`src/rtl/solver_cmd_sequencer_pkg.sv`:
```
// Shared definitions for the Solver command sequencer.
//   Work codes, Solver data widths, the FSM state type and the
//   command record stored in the command FIFO.
package solver_seq_pkg;

  localparam int RAW_W = 60;
  localparam int ENC_W = 78;

  localparam logic [1:0] WORK_ENC = 2'd0;
  localparam logic [1:0] WORK_DEC = 2'd1;
  localparam logic [1:0] WORK_RAW = 2'd2;
  localparam logic [1:0] WORK_ILL = 2'd3;

  typedef enum logic [1:0] {
    ST_IDLE = 2'd0,
    ST_RUN  = 2'd1,
    ST_RESP = 2'd2
  } seq_state_e;

  typedef struct packed {
    logic [1:0]       work;
    logic [ENC_W-1:0] data;
  } cmd_t;

endpackage

```
`src/rtl/solver_cmd_sequencer_if.sv`:
```
// Bus bundle around the sequencer: command stream in, response
// stream out, and the Solver's work/data/result wires.
//   slave  : the sequencer's view (accepts commands, drives Solver)
//   master : the host/Solver side view
interface solver_cmd_sequencer_if;
  import solver_seq_pkg::*;

  logic             cmd_valid;
  logic             cmd_ready;
  logic [1:0]       cmd_work;
  logic [ENC_W-1:0] cmd_data;

  logic [1:0]       sol_work;
  logic [RAW_W-1:0] sol_data_raw;
  logic [ENC_W-1:0] sol_data_enc;
  logic [ENC_W-1:0] sol_out_enc;
  logic [RAW_W-1:0] sol_out_raw;

  logic             rsp_valid;
  logic             rsp_ready;
  logic [1:0]       rsp_work;
  logic [ENC_W-1:0] rsp_data;
  logic             rsp_err;

  modport slave (
    input  cmd_valid, cmd_work, cmd_data, rsp_ready, sol_out_enc, sol_out_raw,
    output cmd_ready, rsp_valid, rsp_work, rsp_data, rsp_err,
           sol_work, sol_data_raw, sol_data_enc
  );

  modport master (
    output cmd_valid, cmd_work, cmd_data, rsp_ready, sol_out_enc, sol_out_raw,
    input  cmd_ready, rsp_valid, rsp_work, rsp_data, rsp_err,
           sol_work, sol_data_raw, sol_data_enc
  );

endinterface

```
`src/rtl/solver_cmd_sequencer_fifo.sv`:
```
// Synchronous command FIFO holding {work, data} records.
//   Clk, Rst_n        : clock, async active-low reset (empties the FIFO)
//   i_push/i_push_data: write when not full
//   i_pop / o_head    : head entry is visible combinationally; pop advances
//   o_full / o_empty  : status, told apart by the extra pointer bit
module solver_cmd_fifo
  import solver_seq_pkg::*;
#(
  parameter int DEPTH = 4
) (
  input  logic Clk,
  input  logic Rst_n,
  input  logic i_push,
  input  cmd_t i_push_data,
  input  logic i_pop,
  output cmd_t o_head,
  output logic o_full,
  output logic o_empty
);

  localparam int AW = $clog2(DEPTH);

  cmd_t        r_mem [DEPTH];
  logic [AW:0] r_wr_ptr;
  logic [AW:0] r_rd_ptr;
  logic        w_push_ok;
  logic        w_pop_ok;

  assign o_empty   = (r_wr_ptr == r_rd_ptr);
  assign o_full    = (r_wr_ptr[AW] != r_rd_ptr[AW]) &&
                     (r_wr_ptr[AW-1:0] == r_rd_ptr[AW-1:0]);
  assign w_push_ok = i_push && !o_full;
  assign w_pop_ok  = i_pop && !o_empty;
  assign o_head    = r_mem[r_rd_ptr[AW-1:0]];

  always_ff @(posedge Clk or negedge Rst_n) begin
    if (!Rst_n) begin
      r_wr_ptr <= '0;
      r_rd_ptr <= '0;
    end else begin
      if (w_push_ok) r_wr_ptr <= r_wr_ptr + (AW+1)'(1);
      if (w_pop_ok)  r_rd_ptr <= r_rd_ptr + (AW+1)'(1);
    end
  end

  // Storage needs no reset: entries are only read behind the write pointer.
  always_ff @(posedge Clk) begin
    if (w_push_ok) r_mem[r_wr_ptr[AW-1:0]] <= i_push_data;
  end

endmodule

```
`src/rtl/solver_cmd_sequencer.sv`:
```
// Front-end for the Solver encrypt/decrypt core. Buffers commands,
// drives the Solver and holds its inputs for the operation latency,
// then returns the captured result on the response stream.
//   Clk, Rst_n : clock, async active-low reset
//   sif        : command / Solver / response bundle (slave view)
module solver_cmd_sequencer
  import solver_seq_pkg::*;
#(
  parameter int ENC_LAT    = 3,
  parameter int DEC_LAT    = 2,
  parameter int FIFO_DEPTH = 4
) (
  input logic                   Clk,
  input logic                   Rst_n,
  solver_cmd_sequencer_if.slave sif
);

  localparam int MAX_LAT = (ENC_LAT > DEC_LAT) ? ENC_LAT : DEC_LAT;
  localparam int CNT_W   = $clog2(MAX_LAT + 1);

  seq_state_e       r_state;
  logic [CNT_W-1:0] r_cnt;
  logic [1:0]       r_sol_work;
  logic [RAW_W-1:0] r_sol_data_raw;
  logic [ENC_W-1:0] r_sol_data_enc;
  logic             r_rsp_valid;
  logic [1:0]       r_rsp_work;
  logic [ENC_W-1:0] r_rsp_data;
  logic             r_rsp_err;

  cmd_t w_push_data;
  cmd_t w_head;
  logic w_full;
  logic w_empty;
  logic w_push;
  logic w_pop;

  assign w_push_data = {sif.cmd_work, sif.cmd_data};
  assign w_push      = sif.cmd_valid && !w_full;
  // Pops only from IDLE, so leaving RESP always costs one cycle.
  assign w_pop       = (r_state == ST_IDLE) && !w_empty;

  solver_cmd_fifo #(.DEPTH(FIFO_DEPTH)) u_fifo (
    .Clk         (Clk),
    .Rst_n       (Rst_n),
    .i_push      (w_push),
    .i_push_data (w_push_data),
    .i_pop       (w_pop),
    .o_head      (w_head),
    .o_full      (w_full),
    .o_empty     (w_empty)
  );

  always_ff @(posedge Clk or negedge Rst_n) begin
    if (!Rst_n) begin
      r_state        <= ST_IDLE;
      r_cnt          <= '0;
      r_sol_work     <= '0;
      r_sol_data_raw <= '0;
      r_sol_data_enc <= '0;
      r_rsp_valid    <= 1'b0;
      r_rsp_work     <= '0;
      r_rsp_data     <= '0;
      r_rsp_err      <= 1'b0;
    end else begin
      case (r_state)
        ST_IDLE: begin
          if (!w_empty) begin
            case (w_head.work)
              WORK_ENC: begin
                r_sol_work     <= WORK_ENC;
                r_sol_data_raw <= w_head.data[RAW_W-1:0];
                r_cnt          <= CNT_W'(ENC_LAT);
                r_state        <= ST_RUN;
              end
              WORK_DEC: begin
                r_sol_work     <= WORK_DEC;
                r_sol_data_enc <= w_head.data;
                r_cnt          <= CNT_W'(DEC_LAT);
                r_state        <= ST_RUN;
              end
              WORK_RAW: begin
                r_sol_work <= WORK_RAW;
                r_cnt      <= CNT_W'(DEC_LAT);
                r_state    <= ST_RUN;
              end
              default: begin
                // Illegal work: answer directly, Solver stays untouched.
                r_rsp_valid <= 1'b1;
                r_rsp_work  <= WORK_ILL;
                r_rsp_data  <= '0;
                r_rsp_err   <= 1'b1;
                r_state     <= ST_RESP;
              end
            endcase
          end
        end
        ST_RUN: begin
          r_cnt <= r_cnt - CNT_W'(1);
          if (r_cnt == CNT_W'(1)) begin
            r_rsp_valid <= 1'b1;
            r_rsp_work  <= r_sol_work;
            r_rsp_err   <= 1'b0;
            if (r_sol_work == WORK_ENC) r_rsp_data <= sif.sol_out_enc;
            else r_rsp_data <= {{(ENC_W-RAW_W){1'b0}}, sif.sol_out_raw};
            r_state <= ST_RESP;
          end
        end
        ST_RESP: begin
          if (sif.rsp_ready) begin
            r_rsp_valid <= 1'b0;
            r_state     <= ST_IDLE;
          end
        end
        default: r_state <= ST_IDLE;
      endcase
    end
  end

  assign sif.cmd_ready    = !w_full;
  assign sif.sol_work     = r_sol_work;
  assign sif.sol_data_raw = r_sol_data_raw;
  assign sif.sol_data_enc = r_sol_data_enc;
  assign sif.rsp_valid    = r_rsp_valid;
  assign sif.rsp_work     = r_rsp_work;
  assign sif.rsp_data     = r_rsp_data;
  assign sif.rsp_err      = r_rsp_err;

endmodule

```
`src/flat_wrapper.sv`:
```
// flat-port wrapper written by rule: the top's interface ports become plain ports
module solver_cmd_sequencer_flat import solver_seq_pkg::*;
#(
  parameter int ENC_LAT    = 3,
  parameter int DEC_LAT    = 2,
  parameter int FIFO_DEPTH = 4
)
  (Clk, Rst_n, sif_cmd_valid, sif_cmd_work, sif_cmd_data, sif_rsp_ready, sif_sol_out_enc, sif_sol_out_raw, sif_cmd_ready, sif_rsp_valid, sif_rsp_work, sif_rsp_data, sif_rsp_err, sif_sol_work, sif_sol_data_raw, sif_sol_data_enc);
  solver_cmd_sequencer_if sif_i ();
  input logic Clk;
  input logic Rst_n;
  input wire logic [$bits(sif_i.cmd_valid)-1:0] sif_cmd_valid;
  input wire logic [$bits(sif_i.cmd_work)-1:0] sif_cmd_work;
  input wire logic [$bits(sif_i.cmd_data)-1:0] sif_cmd_data;
  input wire logic [$bits(sif_i.rsp_ready)-1:0] sif_rsp_ready;
  input wire logic [$bits(sif_i.sol_out_enc)-1:0] sif_sol_out_enc;
  input wire logic [$bits(sif_i.sol_out_raw)-1:0] sif_sol_out_raw;
  output wire logic [$bits(sif_i.cmd_ready)-1:0] sif_cmd_ready;
  output wire logic [$bits(sif_i.rsp_valid)-1:0] sif_rsp_valid;
  output wire logic [$bits(sif_i.rsp_work)-1:0] sif_rsp_work;
  output wire logic [$bits(sif_i.rsp_data)-1:0] sif_rsp_data;
  output wire logic [$bits(sif_i.rsp_err)-1:0] sif_rsp_err;
  output wire logic [$bits(sif_i.sol_work)-1:0] sif_sol_work;
  output wire logic [$bits(sif_i.sol_data_raw)-1:0] sif_sol_data_raw;
  output wire logic [$bits(sif_i.sol_data_enc)-1:0] sif_sol_data_enc;
  assign sif_i.cmd_valid = sif_cmd_valid;
  assign sif_i.cmd_work = sif_cmd_work;
  assign sif_i.cmd_data = sif_cmd_data;
  assign sif_i.rsp_ready = sif_rsp_ready;
  assign sif_i.sol_out_enc = sif_sol_out_enc;
  assign sif_i.sol_out_raw = sif_sol_out_raw;
  assign sif_cmd_ready = sif_i.cmd_ready;
  assign sif_rsp_valid = sif_i.rsp_valid;
  assign sif_rsp_work = sif_i.rsp_work;
  assign sif_rsp_data = sif_i.rsp_data;
  assign sif_rsp_err = sif_i.rsp_err;
  assign sif_sol_work = sif_i.sol_work;
  assign sif_sol_data_raw = sif_i.sol_data_raw;
  assign sif_sol_data_enc = sif_i.sol_data_enc;
  solver_cmd_sequencer #(.ENC_LAT(ENC_LAT), .DEC_LAT(DEC_LAT), .FIFO_DEPTH(FIFO_DEPTH)) u_core (.Clk(Clk), .Rst_n(Rst_n), .sif(sif_i));
endmodule
```
`config.mk`:
```
export PLATFORM = sky130hd
export DESIGN_NAME = solver_cmd_sequencer_flat
export DESIGN_NICKNAME = d
export VERILOG_FILES = /design/src/rtl/solver_cmd_sequencer_pkg.sv /design/src/rtl/solver_cmd_sequencer_if.sv /design/src/rtl/solver_cmd_sequencer_fifo.sv /design/src/rtl/solver_cmd_sequencer.sv /design/src/flat_wrapper.sv
export SDC_FILE = /design/constraint.sdc
export NUM_CORES = 1
export LEC_CHECK = 0
export BUFFER_PORTS_ARGS = -buffer_cell sky130_fd_sc_hd__buf_2
export CAP_MARGIN = 20
export CORE_MARGIN = 10
export CORE_UTILIZATION = 50
export CTS_CLUSTER_SIZE = 28
export DETAILED_ROUTE_END_ITERATION = 16
export GPL_ROUTABILITY_DRIVEN = 0
export PLACE_DENSITY = 0.74
export SYNTH_ARGS = -nofsm -noshare
export SYNTH_HDL_FRONTEND = slang
export SYNTH_SLANG_ARGS = --single-unit
```
`constraint.sdc`:
```
create_clock -name Clk -period 4.25 [get_ports Clk]
set_clock_uncertainty 0.05 [all_clocks]
set_input_delay 0.2125 -clock Clk [delete_from_list [all_inputs] [get_ports Clk]]
set_output_delay 0.2125 -clock Clk [all_outputs]
set_load 0.01 [all_outputs]
```
==> summary.txt, run 1 <==
Hold path
  • HP Class: in2reg
  • Hold Path Depth: 4

Power
  • Leakage power: 11.51 nW
  • Sequential power share: 0.403
  • Switching power: 6.935 mW
  • Maximum vdd drop: 0.4663 mV
  • Clk pwr share: 0.227
  • Internal: 13.98 mW
  • Total chip power: 20.92 mW
  • Pwr dens: 756.0 nW/um^2
  • Comb pwr share: 0.370
  • Sw frac: 0.3316

Placement
  • Pre-CTS WS: 0.9705 ns
  • Placed inst area: 24750 um^2
  • Cells after DPL: 2171
  • PortBufs: 444
  • DPL Wire Length: 38650 um

Worst setup path
  • CP Max Fanout: 42
  • CP Buf/Inv Count: 1
  • Setup crit end kind: flip-flop
  • Critical Path Slowest Stage Cell: dfrtp_4
  • FF-to-FF path depth: 6
  • WS Path Type: reg2reg
  • Worst setup SP type: flip-flop
  • Stages on worst setup path: 6
  • CP delay by family, top: multiplexers
  • Critical Path RT: 4.67 ns
  • Cell Chain, Critical Path: mux4_2 -> ha_1 -> nor2b_1 -> a211o_4 -> buf_12 -> mux2_1
  • Largest stage delay on the critical path: 0.76 ns
  • Critical Path AT: 3.70 ns

Die
  • Die Span Y: 228.9 um
  • Row cnt: 76
  • Initial Util: 0.5066
  • Core footprint: 43080 um^2
  • Die extent in x: 228.9 um
  • Io pins: 445
  • Die Area: 52400 um^2

Timing
  • Tcrit/Tclk final: 0.7703
  • Final hold slack: 0.03565 ns
  • Fin crit period: 3.274 ns
  • RSZ-0062 raised after global routing: no
  • Setup ws final: 0.9762 ns
  • Slew HR: 0.3157
  • Setup TNS: 0 ns
  • Worst slew pin tran: 1.026 ns
  • Setup violations, final: 0
  • Fin. Hold Viols: 0
  • Max Freq: 305.5 MHz
  • Final max-slew violation count: 0

Clock network
  • Num CTS Buffers: 54
  • Worst skew pair latency: 0.59 ns
  • Post_cts resized: 0
  • CTS tree: built
  • Sinks on Clock Net: 552
  • Clock Path Buffers: 3
  • Root buffer cell: clkbuf_16
  • Clock transition at path regs: 0.06 ns
  • CTS H-tree depth: 2

Logic synthesis
  • Synth warn: 0
  • Largest family of logic cells by synthesized area: multiplexers
  • Number of synthesized flops with an enable pin: 320
  • Sequential area share after synthesis: 0.7064
  • Distinct cells, synth: 41
  • Synth Flop Type: edfxtp_1
  • Mux share of post-synthesis cell area: 0.1995
  • Async set-reset flop share out of synthesis: 0.4203
  • Xor/xnor share of the synthesized area: 0.005103
  • Syn Inst Count: 1185
  • Syn_area_per_cell: 18.41 um^2
  • Post-synthesis net count: 1423
  • Area share of and/or/nand/nor cells after synthesis: 0.02827
  • Post-Synth Adder-Cell Area: 0.009174
  • Synth Area in Compound Gates: 0.03326
  • Register bit count reported by yosys: 552
  • Synth Cell Area: 21820 um^2

Route
  • DR WL/cell: 23.70 um
  • Drt via density: 5.332
  • Antenna-violating nets left: 0
  • DRT iter0 DRCs: 937
  • Residual DRC: 0
  • Final wirelength: 56760 um
  • First-pass iteration count of the detailed router: 5
  • Via count: 12770

Global routing
  • First-pass GRT wire length: 85990 um
  • Number of global-route vias before repair: 13670
  • Initial antenna violation count: 18
  • Global route total overflow: 0
  • GRT Total Usage: 0.2135
  • Pin count of the biggest net entering global routing: 126

Layout
  • Core Util, Final: 0.6423
  • Flip-flop and latch area: 15420 um^2
  • Layout area overhead: 26.79%
  • Layout cell share with drive strength beyond 1: 0.4627
  • Fillcell total: 3057
  • Commonest non-fill, non-tap cell in the layout: buf_2
  • Multi-input gate area: 6045 um^2
  • Final Non-Filler Cells: 2395
  • Commonest non-fill, non-tap cells in the layout: buf_2 (443), edfxtp_1 (320), dfrtp_1 (230)
  • Final Cell Area: 27670 um^2
  • Final net count: 1991

Flow run
  • Max-Cap Viols: 0

Status
  • Outcome: finished clean
## synthesized netlist by cell type (all sizes together), types with 5 or more instances
master	count	area [um^2]
nand2b	5	31.28
a21boi	60	450.4
o21ai	5	25.02
a22o	18	157.7
dfrtp	232	5806
edfxtp	320	9609
mux2	204	2522
nand3	5	25.02
clkbuf	31	116.4
buf	35	244.0
inv	10	37.54
mux4	80	1802
xor2	5	51.30
nand2	123	461.7
xnor2	6	60.06
ha	16	200.2
## power groups by stage
stage	clock [mW]	combinational, mW	sequential [mW]
final	4.74	7.75	8.43
after CTS	4.84	7.86	8.42
after floorplan	0	4.79	8.66
after detailed placement	0	7.73	8.50
after global routing	5.06	8.34	8.61
after global placement	0	7.59	8.44
## worst register-to-register path, delay by kind of cell (launching register included)
kind	cells	cell delay, ns
multiplexers	2	1.01
flip-flops	1	0.76
AO/OA/AOI/OAI	1	0.50
buffers and inverters	1	0.34
adder cells (fa/ha/maj)	1	0.26
AND/OR/NAND/NOR	1	0.24
## cell type report
class | count | share of cell area
flip-flops and latches | 552 | 0.5574
multi-input cells | 557 | 0.2185
clock inverters | 36 | 0.01302
repair buffers | 578 | 0.1311
diodes | 12 | 0.001085
inverters | 10 | 0.001357
clock buffers | 65 | 0.05106
well taps | 585 | 0.02646
## cells by family after synthesis
| family | Yosys count |
|---|---|
| flops | 552 |
| mux | 287 |
| simple gates | 149 |
| compound gates | 94 |
| buf+inv | 76 |
| fa+ha+maj | 16 |
| xor+xnor | 11 |
## flip-flops by register name (all words and copies together), names as in the netlist
| signal | cells |
|---|---|
| u_core.u_fifo.r_wr_ptr | 3 |
| u_core.r_cnt | 2 |
| u_core.sif.rsp_valid | 1 |
| u_core.u_fifo.r_rd_ptr | 3 |
| u_core.r_state | 2 |
| u_core.sif.rsp_data | 78 |
| u_core.sif.sol_data_enc | 78 |
| u_core.sif.rsp_work | 2 |
| u_core.sif.rsp_err | 1 |
| u_core.u_fifo.r_mem | 320 |
| u_core.sif.sol_data_raw | 60 |
| u_core.sif.sol_work | 2 |
## layer usage
metal	wire length [um]	up-vias	GRT usage
met5	17	-	0
met1	21710	6492	0.2563
met3	4258	107	0.05336
li1	-	5648	-
met2	28560	518	0.3618
met4	2207	4	0.09021
## repair_timing
item / 4_1_cts / 5_1_grt
hold buffers: 111 / 0
endpoints found under the hold margin: 470 / 0
buffers inserted: 0 / 0
## worst paths after layout
kind,from,slack (ns),end
hold / removal,sif_sol_out_enc[44],0.04,u_core.sif.rsp_data[44]
setup / recovery,u_core.u_fifo.r_rd_ptr[0],0.98,u_core.sif.rsp_work[0]
min in group asynchronous,Rst_n,0.24,u_core.sif.rsp_data[53]
hold reg to reg,u_core.sif.sol_data_enc[15],0.43,u_core.sif.sol_data_enc[15]
max in group asynchronous,Rst_n,2.89,u_core.u_fifo.r_rd_ptr[1]
setup reg to reg,u_core.u_fifo.r_rd_ptr[0],0.98,u_core.sif.rsp_work[0]
No activity file was read; power rests on OpenSTA's default activity.
==> run 2: changes to the inputs <==
--- a/config.mk
+++ b/config.mk
@@ -12,7 +12,7 @@
 export CTS_CLUSTER_SIZE = 28
 export DETAILED_ROUTE_END_ITERATION = 16
 export GPL_ROUTABILITY_DRIVEN = 0
-export PLACE_DENSITY = 0.74
+export PLACE_DENSITY = 0.77
 export SYNTH_ARGS = -nofsm -noshare
 export SYNTH_HDL_FRONTEND = slang
 export SYNTH_SLANG_ARGS = --single-unit
==> constraint.sdc (replaced) <==
create_clock -name Clk -period 2.8 [get_ports Clk]
set_clock_uncertainty 0.05 [all_clocks]
set_input_delay 0.14 -clock Clk [delete_from_list [all_inputs] [get_ports Clk]]
set_output_delay 0.14 -clock Clk [all_outputs]
set_load 0.01 [all_outputs]
==> run 2 against run 1 <==
Combinational power rose by 59%. Die area stayed put. Clock power increased by 53%. Cell area increased by 2.8%. Critical path type unchanged. Critical endpoint is now u_core.sif.rsp_data[24]. Largest cell class unchanged.
==> summary.txt, run 2 (synthesis results as in run 1) <==
Status
  • Outcome: finished clean

Timing
  • Setup TNS: 0 ns
  • Fin crit period: 2.650 ns
  • Final max-slew violation count: 0
  • Max Freq: 377.3 MHz
  • Setup violations, final: 0
  • Fin. Hold Viols: 0
  • RSZ-0062 raised after global routing: no
  • Worst slew pin tran: 1.021 ns
  • Tcrit/Tclk final: 0.9465
  • Slew HR: 0.3192

Worst setup path
  • Critical Path RT: 3.21 ns
  • Critical Path AT: 3.06 ns
  • WS Path Type: reg2reg
  • CP delay by family, top: multiplexers
  • Setup crit start: u_core.u_fifo.r_rd_ptr[0]
  • Flop-to-flop setup slack: 0.15 ns
  • RR Endpoint: u_core.sif.rsp_data[24]
  • Cell Chain, Critical Path: mux4_2 -> ha_1 -> nor2b_1 -> a211o_4 -> buf_12 -> mux2_4
  • Largest stage delay on the critical path: 0.58 ns
  • Worst setup SP type: flip-flop
  • FF-to-FF path depth: 6
  • CP Max Fanout: 32
  • Critical Path Slowest Stage Cell: mux4_2
  • R2r startpoint: u_core.u_fifo.r_rd_ptr[0]
  • Stages on worst setup path: 6
  • Capture point of the critical path: u_core.sif.rsp_data[24]
  • CP Buf/Inv Count: 1
  • Setup crit end kind: flip-flop

Clock network
  • Post_cts resized: 0
  • Clock Path Buffers: 3
  • Sinks on Clock Net: 552
  • Root buffer cell: clkbuf_16
  • Post-CTS setup repair buffer count: 0
  • CTS H-tree depth: 2
  • Worst skew pair latency: 0.59 ns
  • CTS tree: built
  • Hold buffers post-CTS: 168
  • Num CTS Buffers: 54
  • Clock transition at path regs: 0.06 ns

Flow run
  • Max-Cap Viols: 0

Layout
  • Final net count: 2057
  • Multi-input gate area: 6045 um^2
  • Layout area overhead: 30.33%
  • Final Non-Filler Cells: 2457
  • Commonest non-fill, non-tap cells in the layout: buf_2 (443), edfxtp_1 (320), dfrtp_1 (230)
  • Flip-flop and latch area: 15420 um^2
  • Fillcell total: 2864
  • Commonest non-fill, non-tap cell in the layout: buf_2
  • Max FFs per register: 320
  • Layout cell share with drive strength beyond 1: 0.4538

Route
  • First-pass iteration count of the detailed router: 5
  • Residual DRC: 0
  • DRT iter0 DRCs: 890
  • DR WL/cell: 23.81 um
  • Final wirelength: 58500 um
  • Drt via density: 5.388
  • Antenna-violating nets left: 0
  • Via count: 13240

Global routing
  • Initial antenna violation count: 12
  • Pin count of the biggest net entering global routing: 91
  • GRT Total Usage: 0.2217
  • Number of global-route vias before repair: 14680
  • Global route total overflow: 0
  • First-pass GRT wire length: 89390 um

Die
  • Row cnt: 76
  • Core footprint: 43080 um^2
  • Die Span Y: 228.9 um
  • Die extent in x: 228.9 um
  • Initial Util: 0.5066
  • Die Area: 52400 um^2
  • Io pins: 445

Placement
  • DPL Wire Length: 38590 um
  • PortBufs: 444
  • Cells after DPL: 2178

Power
  • Leakage power: 11.89 nW
  • Maximum vdd drop: 0.7486 mV
  • Pwr dens: 1130 nW/um^2

Hold path
  • HP Class: in2reg
run 2: cell types whose count changed in the layout (fill, tap and decap cells not counted), sizes merged:
cell / change
inv: -1
dlygate4sd3: +58
buf: +7
diode: -2
clkbuf: +14
bufinv: -2
clkinvlp: -1
clkinv: -11
run 2: power by group:
group          leakage (nW)  internal (mW)  switching [mW]
sequential             5.82           11.4            1.19
clock                 0.895           4.31            2.96
combinational          5.18           5.93            6.38
run 2: worst min path at each step:
| stage | start | to | slack (ns) | depth (start not counted) |
|---|---|---|---|---|
| finish | sif_sol_out_enc[4] | u_core.sif.rsp_data[4] | 0.02 | 4 |
| detailed placement | Rst_n | u_core.sif.rsp_data[48] | 0.17 | 1 |
| CTS | sif_sol_out_enc[51] | u_core.sif.rsp_data[51] | 0.001 | 4 |
| floorplan | Rst_n | u_core.r_cnt[0] | -0.21 | 0 |
| global placement | Rst_n | u_core.sif.rsp_data[48] | 0.16 | 1 |
| global route | sif_sol_out_raw[15] | u_core.sif.rsp_data[15] | 0.02 | 4 |
run 2: worst min-delay path, cell delays in order:
cell      delay [ns]
buf_2           0.09
nand2_1         0.04
a21boi_0        0.18
mux2_4          0.17
run 2: per-layer routing:
| metal | global-route usage | wire [um] | share of wire | vias to the layer above |
|---|---|---|---|---|
| li1 | - | - | - | 5778 |
| met1 | 0.2507 | 21610 | 0.37 | 6790 |
| met2 | 0.3808 | 29550 | 0.51 | 558 |
| met3 | 0.05448 | 4114 | 0.070 | 110 |
| met4 | 0.1231 | 3215 | 0.055 | 2 |
| met5 | 0 | 7 | 0.00012 | - |
run 2: layout make-up:
cell class	instances	area share
Inverter	10	0.001320
Sequential cell	552	0.5423
Antenna cell	10	0.0008799
Multi-Input combinational cell	557	0.2125
Clock buffer	78	0.05605
Timing Repair Buffer	644	0.1539
Clock inverter	21	0.007303
Tap cell	585	0.02574
run 2: per-stage QoR:
step | setup WS (ns) | hold slack (ns) | util | instance area, um^2 | power (mW)
2_1_floorplan | 0.03657 | -0.2056 | - | 21830 | 20.38
3_3_place_gp | 0.2288 | 0.1626 | 0.5782 | 24910 | 24.28
3_5_place_dp | 0.1624 | 0.1717 | 0.5782 | 24910 | 24.74
4_1_cts | 0.1337 | 0.001329 | 0.6591 | 28390 | 32.37
5_1_grt | 0.06289 | 0.01670 | 0.6601 | 28440 | 33.78
6_report | 0.1497 | 0.01806 | 0.6602 | 28440 | 32.14
